## config.mk

```make
export PLATFORM = sky130hd
export DESIGN_NAME = alu_seq
export DESIGN_NICKNAME = d
export VERILOG_FILES = /design/src/rtl/alu_seq.sv
export SDC_FILE = /design/constraint.sdc
export NUM_CORES = 1
export LEC_CHECK = 0
export CAP_MARGIN = 15
export CORE_AREA = 5 5 89 91
export DETAILED_ROUTE_END_ITERATION = 10
export DIE_AREA = 0 0 94 96
export GPL_TIMING_DRIVEN = 0
export PLACE_DENSITY = 0.64
export SYNTH_ARGS = -nofsm -noshare
export SYNTH_HDL_FRONTEND = slang
export SYNTH_SLANG_ARGS = --single-unit
```

## constraint.sdc

```tcl
create_clock -name clk -period 3.9 [get_ports clk]
set_input_delay 1.17 -clock clk [delete_from_list [all_inputs] [get_ports clk]]
set_output_delay 1.17 -clock clk [all_outputs]
set_load 0.01 [all_outputs]
```

## src/rtl/alu_seq.sv

```systemverilog
// -----------------------------------------------------------------------------
// alu_seq -- handshaked sequential ALU with registered result and status flags.
//
// The block takes one operation at a time. A, B, Cin and S are captured on the
// acceptance edge (in_valid && in_ready). The block then works in BUSY for k
// cycles and holds the result in DONE until the consumer takes it with
// out_ready.
//
// Operation select S:
//   0_0xx  arithmetic. Each is a (WIDTH+1)-bit sum; Cout is the sum's top bit.
//          00: A+Cin, 01: A+B+Cin, 10: A+~B+Cin, 11: A+all_ones+Cin.
//   0_1xx  logic. The function is chosen by {S[0],Cin}:
//          00: AND, 01: OR, 10: XOR, 11: ~A.
//   1_x00  SHL by B[SHW-1:0], one bit per cycle.
//   1_x01  SHR by B[SHW-1:0], one bit per cycle.
//   1_x10  SAR by B[SHW-1:0], one bit per cycle.
//   1_x11  unsigned MUL by shift-add, one multiplier bit per cycle.
//
// Configuration macro:
//   ALU_SEQ_MUL_EN  when defined, builds the multiplier (2*WIDTH-bit product
//                   register, WIDTH steps). When undefined, S=1x11 completes
//                   in one cycle with Data=0, Cout=0, V=1 (illegal operation).
//
// Ports:
//   clk        system clock, rising edge
//   rst        synchronous active-high reset
//   in_valid   operation request
//   in_ready   block can accept an operation (high only in IDLE)
//   A, B       operands (B[SHW-1:0] is the shift amount for shifts)
//   Cin        carry-in, also selects the logic function
//   S          operation select
//   out_valid  Data and flags are valid (DONE)
//   out_ready  consumer accepts the result
//   Data       registered result
//   Cout, Z, N, V  carry, zero, negative and signed-overflow flags
// -----------------------------------------------------------------------------
module alu_seq #(
  parameter int WIDTH = 8,
  parameter int SHW   = $clog2(WIDTH)
) (
  input  logic             clk,
  input  logic             rst,
  input  logic             in_valid,
  output logic             in_ready,
  input  logic [WIDTH-1:0] A,
  input  logic [WIDTH-1:0] B,
  input  logic             Cin,
  input  logic [3:0]       S,
  output logic             out_valid,
  input  logic             out_ready,
  output logic [WIDTH-1:0] Data,
  output logic             Cout,
  output logic             Z,
  output logic             N,
  output logic             V
);

  // The step counter must hold WIDTH itself (the MUL step count).
  localparam int CW = SHW + 1;

`ifdef ALU_SEQ_MUL_EN
  localparam logic [CW-1:0] K_MUL = CW'(WIDTH);
`else
  localparam logic [CW-1:0] K_MUL = CW'(1);
`endif

  typedef enum logic [1:0] {
    IDLE = 2'd0,
    BUSY = 2'd1,
    DONE = 2'd2
  } state_t;

  state_t state_q, state_d;

  // Captured operation
  logic [WIDTH-1:0] a_q, b_q;
  logic             cin_q;
  logic [3:0]       s_q;

  // Step counter and shift working register
  logic [CW-1:0]    cnt_q, k_in;
  logic [WIDTH-1:0] work_q;

  // Registered result and flags
  logic [WIDTH-1:0] data_q;
  logic             cout_q, z_q, n_q, v_q;

  // Combinational next result, valid on the last BUSY step
  logic [WIDTH-1:0] res_d;
  logic             cout_d, v_d;

  logic [WIDTH-1:0] b_term;
  logic [WIDTH:0]   sum;
  logic [WIDTH-1:0] step_val;
  logic             step_out;

  logic accept;
  logic last_step;
  logic amt_zero;

`ifdef ALU_SEQ_MUL_EN
  logic [2*WIDTH-1:0] prod_q, prod_d;
  logic [WIDTH:0]     mul_sum;
`endif

  assign accept    = in_valid && in_ready;
  assign last_step = (cnt_q == CW'(1));
  assign amt_zero  = (b_q[SHW-1:0] == '0);

  // ---------------------------------------------------------------------------
  // Step count for the operation being accepted. Shifts by zero still take
  // one cycle so that every operation passes through BUSY.
  // ---------------------------------------------------------------------------
  always_comb begin
    // NOTE: every signal assigned in a combinational block gets a default
    // first, so no path leaves it unassigned and no latch is inferred.
    k_in = CW'(1);
    if (S[3] && (S[1:0] == 2'b11)) begin
      k_in = K_MUL;
    end else if (S[3] && (B[SHW-1:0] != '0)) begin
      k_in = {1'b0, B[SHW-1:0]};
    end
  end

`ifdef ALU_SEQ_MUL_EN
  // Right-shifting shift-add: the low half starts as the multiplier; each step
  // conditionally adds A into the high half and shifts the whole register.
  always_comb begin
    mul_sum = {1'b0, prod_q[2*WIDTH-1:WIDTH]}
            + {1'b0, ({WIDTH{prod_q[0]}} & a_q)};
    prod_d  = {mul_sum, prod_q[WIDTH-1:1]};
  end
`endif

  // ---------------------------------------------------------------------------
  // Result datapath
  // ---------------------------------------------------------------------------
  always_comb begin
    res_d    = '0;
    cout_d   = 1'b0;
    v_d      = 1'b0;
    step_val = work_q;
    step_out = 1'b0;

    // Second addend of the arithmetic group
    unique case (s_q[1:0])
      2'b00:   b_term = '0;
      2'b01:   b_term = b_q;
      2'b10:   b_term = ~b_q;
      default: b_term = '1;
    endcase
    sum = {1'b0, a_q} + {1'b0, b_term} + {{WIDTH{1'b0}}, cin_q};

    // One-bit shift step; step_out is the bit leaving the register
    unique case (s_q[1:0])
      2'b00: begin
        step_val = {work_q[WIDTH-2:0], 1'b0};
        step_out = work_q[WIDTH-1];
      end
      2'b01: begin
        step_val = {1'b0, work_q[WIDTH-1:1]};
        step_out = work_q[0];
      end
      default: begin
        step_val = {work_q[WIDTH-1], work_q[WIDTH-1:1]};
        step_out = work_q[0];
      end
    endcase

    if (!s_q[3]) begin
      if (!s_q[2]) begin
        res_d  = sum[WIDTH-1:0];
        cout_d = sum[WIDTH];
        // Overflow: both addends share a sign that the sum does not.
        v_d    = (a_q[WIDTH-1] == b_term[WIDTH-1]) &&
                 (sum[WIDTH-1] != a_q[WIDTH-1]);
      end else begin
        unique case ({s_q[0], cin_q})
          2'b00:   res_d = a_q & b_q;
          2'b01:   res_d = a_q | b_q;
          2'b10:   res_d = a_q ^ b_q;
          default: res_d = ~a_q;
        endcase
      end
    end else if (s_q[1:0] == 2'b11) begin
`ifdef ALU_SEQ_MUL_EN
      res_d  = prod_d[WIDTH-1:0];
      cout_d = |prod_d[2*WIDTH-1:WIDTH];
`else
      v_d    = 1'b1;
`endif
    end else if (amt_zero) begin
      res_d = a_q;
    end else begin
      res_d  = step_val;
      cout_d = step_out;
    end
  end

  // ---------------------------------------------------------------------------
  // Datapath registers
  // ---------------------------------------------------------------------------
  always_ff @(posedge clk) begin
    // NOTE: sequential state uses non-blocking assignments so every register
    // samples the values from before this edge, independent of statement order.
    if (rst) begin
      a_q    <= '0;
      b_q    <= '0;
      cin_q  <= 1'b0;
      s_q    <= '0;
      cnt_q  <= '0;
      work_q <= '0;
      data_q <= '0;
      cout_q <= 1'b0;
      z_q    <= 1'b0;
      n_q    <= 1'b0;
      v_q    <= 1'b0;
`ifdef ALU_SEQ_MUL_EN
      prod_q <= '0;
`endif
    end else if (accept) begin
      a_q    <= A;
      b_q    <= B;
      cin_q  <= Cin;
      s_q    <= S;
      cnt_q  <= k_in;
      work_q <= A;
`ifdef ALU_SEQ_MUL_EN
      prod_q <= {{WIDTH{1'b0}}, B};
`endif
    end else if (state_q == BUSY) begin
      cnt_q  <= cnt_q - CW'(1);
      work_q <= step_val;
`ifdef ALU_SEQ_MUL_EN
      prod_q <= prod_d;
`endif
      if (last_step) begin
        data_q <= res_d;
        cout_q <= cout_d;
        z_q    <= (res_d == '0);
        n_q    <= res_d[WIDTH-1];
        v_q    <= v_d;
      end
    end
  end

  // ---------------------------------------------------------------------------
  // Control FSM: state register / next state / outputs
  // ---------------------------------------------------------------------------
  always_ff @(posedge clk) begin
    if (rst) state_q <= IDLE;
    else     state_q <= state_d;
  end

  always_comb begin
    state_d = state_q;
    unique case (state_q)
      IDLE:    if (in_valid)  state_d = BUSY;
      BUSY:    if (last_step) state_d = DONE;
      DONE:    if (out_ready) state_d = IDLE;
      default: state_d = IDLE;
    endcase
  end

  always_comb begin
    in_ready  = (state_q == IDLE);
    out_valid = (state_q == DONE);
    Data      = data_q;
    Cout      = cout_q;
    Z         = z_q;
    N         = n_q;
    V         = v_q;
  end

endmodule

```

==> results.txt, run 1 <==
- The run finished with clean final reports.
* Proportion of netlist area held by the largest area contributor: 0.298
- Number of antenna repair diodes: 0
* R2r setup slk: between 500 and 600 ps
- Synthesis instantiated 53 different standard cells from the library.
- Cell family with most CP delay: compound AO/OA/AOI/OAI gates
* Wire length of the first global-routing pass: approximately 13 mm
* Max-Cap Viols: 0
- RSZ-0062 raised after global routing: no
- Placement Rows: 31
- For hold timing, the worst endpoint is V$_SDFFE_PP0P_.
* Area added between synthesis and finish: 19.0%
* Total negative slack: 0 ps
- CTS placed an instance of clkbuf_8 at the clock tree root.
* Reg2reg start: s_q[1]$_SDFFE_PP0P_
* Full die area: approximately 9000 um2
* Largest incremental delay on the critical path: 440 ps
- In the synthesized netlist the dominant register cell turns out to be dfxtp_1.
- Summed over all layers, the global routing overflow is 0.
* Antenna violations before repair: 0
- Gp weighted congestion: 0.891
- Based on the critical path, the design can be clocked at up to 0.302 GHz.
- Using the TritonRoute via totals, the vias-per-cell ratio works out to between 5 and 6.
* Static leakage power: approximately 0.0014 uW
- For this configuration, the core starts out at a cell density of 0.438.
- In this run the deepest clock path goes through 2 buffers.
* Num CTS Buffers: 5
- Port buffering added 38 buffers.
- The via count of the first global-routing pass is roughly 2.7k.
- The final-report hold violation count is 0.
- Sum of internal, switching and leakage power: between 1000 and 1500 uW
- Final Max Slew Viols: 0
- Post-synthesis area per instance: around 7.9 um2
- CTS saw 46 sinks.
- Dividing the detail-routed wire length by the instance count gives around 15 um.
- Before CTS, the worst setup slack after placement is about 240 ps.
* Setup fix buffers added after clock tree synthesis: 0
- Filler Cells Inserted: between 700 and 800
* Pin slew with the least headroom to its limit: about 550 ps
- Syn_nets: about 440
- Depth of the worst register-to-register path: 11
- Counting I/O delays and the setup requirement, the final critical path takes 3310 ps.
- The worst-case IR drop observed on VDD is about 0.16 mV.
* CTS H-tree depth: 2
- Counting stages on the worst path, the most repeated cell is fa_1.
* Layout Nets: between 400 and 500
- Max-slew headroom at the worst pin: 0.633
- In the synthesized netlist, the number of instances is approximately 390.
- Fin worst setup slack: 592 ps
* Ratio of total power to cell area: 337 nW/um2
- Cells traversed along the worst timing path: clkbuf_1 > mux2i_1 > fa_1 > fa_1 > nor2b_1 > o21ai_1 > o221ai_1 > xor2_1 > a211oi_1 > nand3_1 > o31ai_2
- Pre-Repair DR Iteration Count: 4
* Clock slew seen by the registers of the worst setup and hold paths: ~100 ps
- Proportion of synthesized chip area in sequential cells: 0.298
- 39 I/O pins were placed.
- Across every metal layer, demand over resource in global routing totals 0.189.
* Buf/Inv on CP: 1
- Of the cells placed in the final design, the portion with a size suffix greater than 1 is 0.0664.
* Maximum number of pins on one net before global-route repair: 15
* Final instance area: between 3000 and 4000 um2
- By area the synthesized netlist is led by dfxtp_1 (30%), ha_1 (10%), nand2_1 (7.3%).
- Area of the mapped netlist: about 3100 um2
* WHS Path Cells: 2
- Post-route ant nets: 0
- Crit path arrival time: ~3500 ps
- The placed instances occupy a cell area of 3590 um2.
- Min-Delay Startpoint: V$_SDFFE_PP0P_
- Worst r2r dst: Z$_SDFFE_PP0P_
* Dominant cell type by area after synthesis: dfxtp_1
- Max Clock Skew: around 17 ps
- The worst setup path is captured at a register.
- Worst path slowest cell: fa_1
- Post-cts repair resize count: 0
- For this run, the number of Yosys warnings is 0.
- Core footprint: just over 7000 um2
* Type of element launching the critical path: register
- Along the worst path, the maximum fanout reaches 10.
- FFs w/ async S/R, synth: 0
* Routed via count: a little under 3k
- Once detailed placement completed, the half-perimeter wirelength came to ~6.5 mm.
- Synthesis inferred between 40 and 50 register bits.
- The worst setup path is of the register to register kind.
* Fin crit share: 0.848
- In this run the vertical extent of the chip is 96 um.
- Setup violations remaining at the end of the flow were counted as 0.
* Critical path depth in cells: 11
* Wire length after detailed routing: about 8.1 mm
- In the routed design, unresolved DRC markers number 0.
- Class of the most critical hold timing path: register to register
* Count of flip-flops with a built-in enable after synthesis: 0
* Data required time at the worst endpoint: just over 4000 ps
- Cts-stage hold buffer count: 0
- The later pin in the worst-skew pair is clocked with a latency of 310 ps.
* Violation count after the first detailed-route iteration: 158
- Width of the die: approximately 94 um
- Clock tree from TritonCTS: done
==> final cells by class <==
type                            instances  area (um2)  share of cell area
Timing Repair Buffer                   38         380               0.103
Tap cell                               99         124              0.0337
Clock buffer                            6        72.6              0.0197
Multi-Input combinational cell        297        1950               0.532
Inverter                               25        93.8              0.0255
Clock inverter                          2        13.8             0.00374
Buffer                                 23         116              0.0317
Sequential cell                        46         921               0.251
==> cells in the mapped netlist (3+ instances only) <==
cell,n
nand2b_1,6
nor2_1,37
inv_1,21
ha_1,25
a211oi_1,22
a31oi_1,3
nor4_1,4
nand2_1,60
buf_6,3
o21ai_0,6
nor3_1,8
dfxtp_1,46
a21oi_1,42
or3_1,3
o211ai_1,8
mux2_2,6
mux2i_1,18
xnor2_1,3
nor2b_1,4
inv_2,3
buf_2,3
clkbuf_1,16
nand3_1,6
==> layer usage <==
metal	up-vias	track usage	part of all wire
li1	1460	-	-
met1	1356	0.253	0.47
met2	61	0.319	0.48
met3	4	0.0258	0.044
met4	0	0.0542	0.0098
met5	-	0	0
==> cells by family (layout without fill, tap and decap cells) <==
family                     count (synthesis)  after routing  synth area share
AOI/OAI and AO/OA                        100            100             0.207
muxes                                     26             26            0.0960
xor gates and xnor gates                   5              5            0.0142
DFF                                       46             46             0.298
buffers and inverters                     49             94            0.0693
adders and majority gates                 27             27             0.114
and+or+nand+nor                          139            139             0.201
==> per-stage QoR <==
step                cells  hold WS, ps   util
finish                536          497  0.521
global route          536          519  0.521
CTS                   537          500  0.521
detailed placement    529          483  0.509
global placement      529          481  0.509
floorplan             392          460      -
==> placed cells by master, fill, tap and decap left out, drive strengths merged, types with 6 or more instances in the layout <==
master	netlist	routed
ha	25	25
clkdlybuf4s50	0	38
mux2	6	6
o211ai	8	8
mux2i	18	18
buf	8	8
dfxtp	46	46
nand2b	6	6
inv	24	24
nand2	60	60
nor3	8	8
clkbuf	16	21
o21ai	8	8
nand3	6	6
a211oi	22	22
nor2	38	38
a21oi	42	42
==> worst reg2reg max path, cell delays in order, from the launching register on <==
cell and delay (ps):
dfxtp_1 430, clkbuf_1 420, mux2i_1 180, fa_1 440, fa_1 420, nor2b_1 140
o21ai_1 100, o221ai_1 270, xor2_1 110, a211oi_1 370, nand3_1 150, o31ai_2 190
==> flip-flops by register name, indices dropped and copies added (netlist names) <==
register	count
Z	1
a_q	8
cnt_q	4
s_q	4
Data	8
state_q	2
cin_q	1
b_q	8
Cout	1
V	1
work_q	8
==> worst max-delay path by stage <==
stage	from	end	slack [ps]
4_1_cts	s_q[0]$_SDFFE_PP0P_	Z$_SDFFE_PP0P_	190
3_3_place_gp	s_q[0]$_SDFFE_PP0P_	Z$_SDFFE_PP0P_	260
5_1_grt	s_q[1]$_SDFFE_PP0P_	Z$_SDFFE_PP0P_	350
2_1_floorplan	s_q[0]$_SDFFE_PP0P_	Z$_SDFFE_PP0P_	880
3_5_place_dp	s_q[0]$_SDFFE_PP0P_	Z$_SDFFE_PP0P_	240
6_report	s_q[1]$_SDFFE_PP0P_	Z$_SDFFE_PP0P_	590
==> report_power, final <==
group | internal, uW | switching [uW]
registers | 510 | 40.1
logic | 175 | 223
clock network | 127 | 165
total | 812 | 427
(Power assumes the default switching activity.)
==> run 2: changes to the inputs <==
- PLACE_DENSITY: 0.64 -> 0.67
- clock period: 3.9 -> 2.6 ns (I/O delays scaled with it)
==> results.txt, run 2 (synthesis results as in run 1) <==
- Run status: complete, no violations
* WHS Path Cells: 2
* Worst slack on hold paths: about 500 ps
- Leaving out fill and tap cells, the most frequent cell in the layout is nand2_1.
* Top fanout value on the critical path: 5
- Pin placement for this block handled 39 I/O pins.
- Clock sink count: 46
* R2r setup slk: between 60 and 70 ps
* Remaining routing DRC violations: 0
* Data required time at the worst endpoint: around 2800 ps
- For hold timing, the worst endpoint is b_q[2]$_SDFFE_PP0P_.
- Layout Nets: ~500
- Area added between synthesis and finish: 27.5%
- The initial antenna violation count came to 0.
- Filler Cells Inserted: a little under 700
- Buffers inserted during clock tree synthesis total 5.
- Category of the most critical setup path: register to register
- STA classifies the critical path endpoint as a register.
* Pin slew with the least headroom to its limit: about 690 ps
- Area of combinational cells with multiple inputs: ~2100 um2
* Post-layout minimum cycle time: ~2500 ps
- The HPWL after detailed placement is 6.65 mm.
* Fraction of final layout cells sized beyond drive strength 1: 0.155
* CTS H-tree depth: 2
- The endpoint identified for the worst register-to-register timing path is Z$_SDFFE_PP0P_.
- The worst pin sits at a relative slew slack of 0.536.
- Fin crit share: 0.976
- Final-report hold violation count: 0
- In the layout the commonest cells are nand2_1 (60), a21oi_1 (41), dfxtp_1 (39).
- Final Core Density: 0.558
- Clk root buf: clkbuf_8
- Height of the die: 96 um
- Core footprint: between 7000 and 8000 um2
- For this design, the CTS-stage hold fixing added 0 buffers.
- The die covers 9020 um2.
* Overall Global Routing Usage: 0.204
* Worst path slowest cell: fa_2
* Via count of the first global-routing pass: just under 3k
- For this design the ratio of total power to cell area is roughly 500 nW/um2.
- Entering global routing, the biggest net connects 19 pins.
- In this run the horizontal extent of the chip is approximately 94 um.
- For this configuration, the core starts out at a cell density of 0.438.
- Reg2reg start: b_q[0]$_SDFFE_PP0P_
* Final Max Slew Viols: 0
- The sequential cells in the finished layout cover a total of 937 um2.
- TritonCTS built the clock tree.
- Before antenna repair, the detailed router went through 6 iterations.
- Routed via count: between 3k and 4k
* Crit path arrival time: around 2800 ps
- Measured in cells, the most critical reg-to-reg path has a length of 10.
- Number of antenna repair diodes: 0
- Wires add up to 9.15 mm.
- Dividing the detail-routed wire length by the instance count gives approximately 17 um.
* Class of the most critical hold timing path: register to register
* Max Clock Skew: between 10 and 15 ps
* Clk Latency, worst-skew pair: a little over 300 ps
- Largest incremental delay on the critical path: 380 ps
- The startpoint identified for the worst hold timing path is b_q[2]$_SDFFE_PP0P_.
* Sum of internal, switching and leakage power: 1970 uW
* Number of instances in the placed design: ~530
- In the post-route analysis, the smallest setup slack over all paths is about 63 ps.
- Wire length of the first global-routing pass: around 14 mm
- Cells traversed along the worst timing path: mux2i_2 > fa_2 > fa_2 > nor2b_2 > o21ai_2 > o221ai_2 > xor2_1 > a211oi_2 > nand3_2 > o31ai_2
- Static timing analysis puts the maximum clock frequency at 0.394 GHz.
- Placement Rows: 31
- The total overflow left after global routing is 0.
- The worst-case IR drop observed on VDD is ~0.27 mV.
* Type of element launching the critical path: register
- Setup slack at placement: -604 ps
- In the routed layout, each cell is associated on average with a via count of ~5.6.
- Post-route non-filler standard cell count: ~540
* Endpoints failing setup: 0
- Max-cap violations in this run came to 0.
- Static leakage power: between 0.0015 and 0.002 uW
* Crit-path most repeated cell: fa_2
- Violation count after the first detailed-route iteration: between 200 and 250
- The clock passes through at most 2 buffers.
- The count of nets left with antenna violations once routing finished came out at 0.
* Gp weighted congestion: 0.882
* Quantity of I/O buffers inserted on ports: 38
- Clock-pin slew was measured on the worst setup and hold paths at 100 ps.
run 2: changes by cell type in the layout (fill, tap and decap cells not counted), sizes merged:
cell and delta:
clkinv -3, clkinvlp +2, buf +9, inv +2, clkbuf -2
run 2: where the power goes:
group          internal (uW)  switching [uW]
clock network            193             272
logic                    304             373
registers                765            65.1
total                   1260             711
run 2: per-layer routing:
layer	up-vias	track usage	share of wire
met4	0	0.0674	0.017
met3	17	0.0297	0.048
met1	1448	0.262	0.43
met2	79	0.353	0.50
met5	-	0	0
li1	1485	-	-
run 2: per-stage QoR:
step | setup TNS, ps | cell area (um2)
3_3_place_gp | -2270 | 3620
4_1_cts | -47.8 | 3860
3_5_place_dp | -2440 | 3620
5_1_grt | -35.3 | 3940
2_1_floorplan | -78.5 | 3120
6_report | 0 | 3940
run 2: what timing repair did:
item                                    in CTS  in global routing
endpoints found under the hold margin        0                  0
pin swaps                                    8                 17
cloned                                       0                  0
resized for setup                           20                 23
buffers inserted                             9                  2
endpoints found under the setup margin       9                  6
run 2: critical path, delay by kind of cell, from the launching register on:
kind | cells | cell delay, ps
XOR/XNOR | 1 | 120
AND/OR/NAND/NOR | 2 | 260
multiplexers | 1 | 160
adder cells (fa/ha/maj) | 2 | 740
flip-flops | 1 | 360
AO/OA/AOI/OAI | 4 | 840
run 2: layout make-up:
class,instances,share of cell area
well taps,99,0.0315
clock buffers,5,0.0175
multi-input cells,297,0.534
repair buffers,49,0.124
clock inverters,3,0.00604
plain buffers,20,0.0229
inverters,25,0.0257
flip-flops and latches,46,0.238
run 2: worst max-delay path by stage:
stage	cells past startpoint	slack [ps]	endpoint	start
6_report	10	60	Z$_SDFFE_PP0P_	b_q[0]$_SDFFE_PP0P_
4_1_cts	11	-50	Z$_SDFFE_PP0P_	s_q[1]$_SDFFE_PP0P_
3_3_place_gp	11	-580	Z$_SDFFE_PP0P_	s_q[1]$_SDFFE_PP0P_
2_1_floorplan	11	-80	Z$_SDFFE_PP0P_	s_q[0]$_SDFFE_PP0P_
5_1_grt	10	-20	Z$_SDFFE_PP0P_	b_q[1]$_SDFFE_PP0P_
3_5_place_dp	11	-600	Z$_SDFFE_PP0P_	s_q[1]$_SDFFE_PP0P_
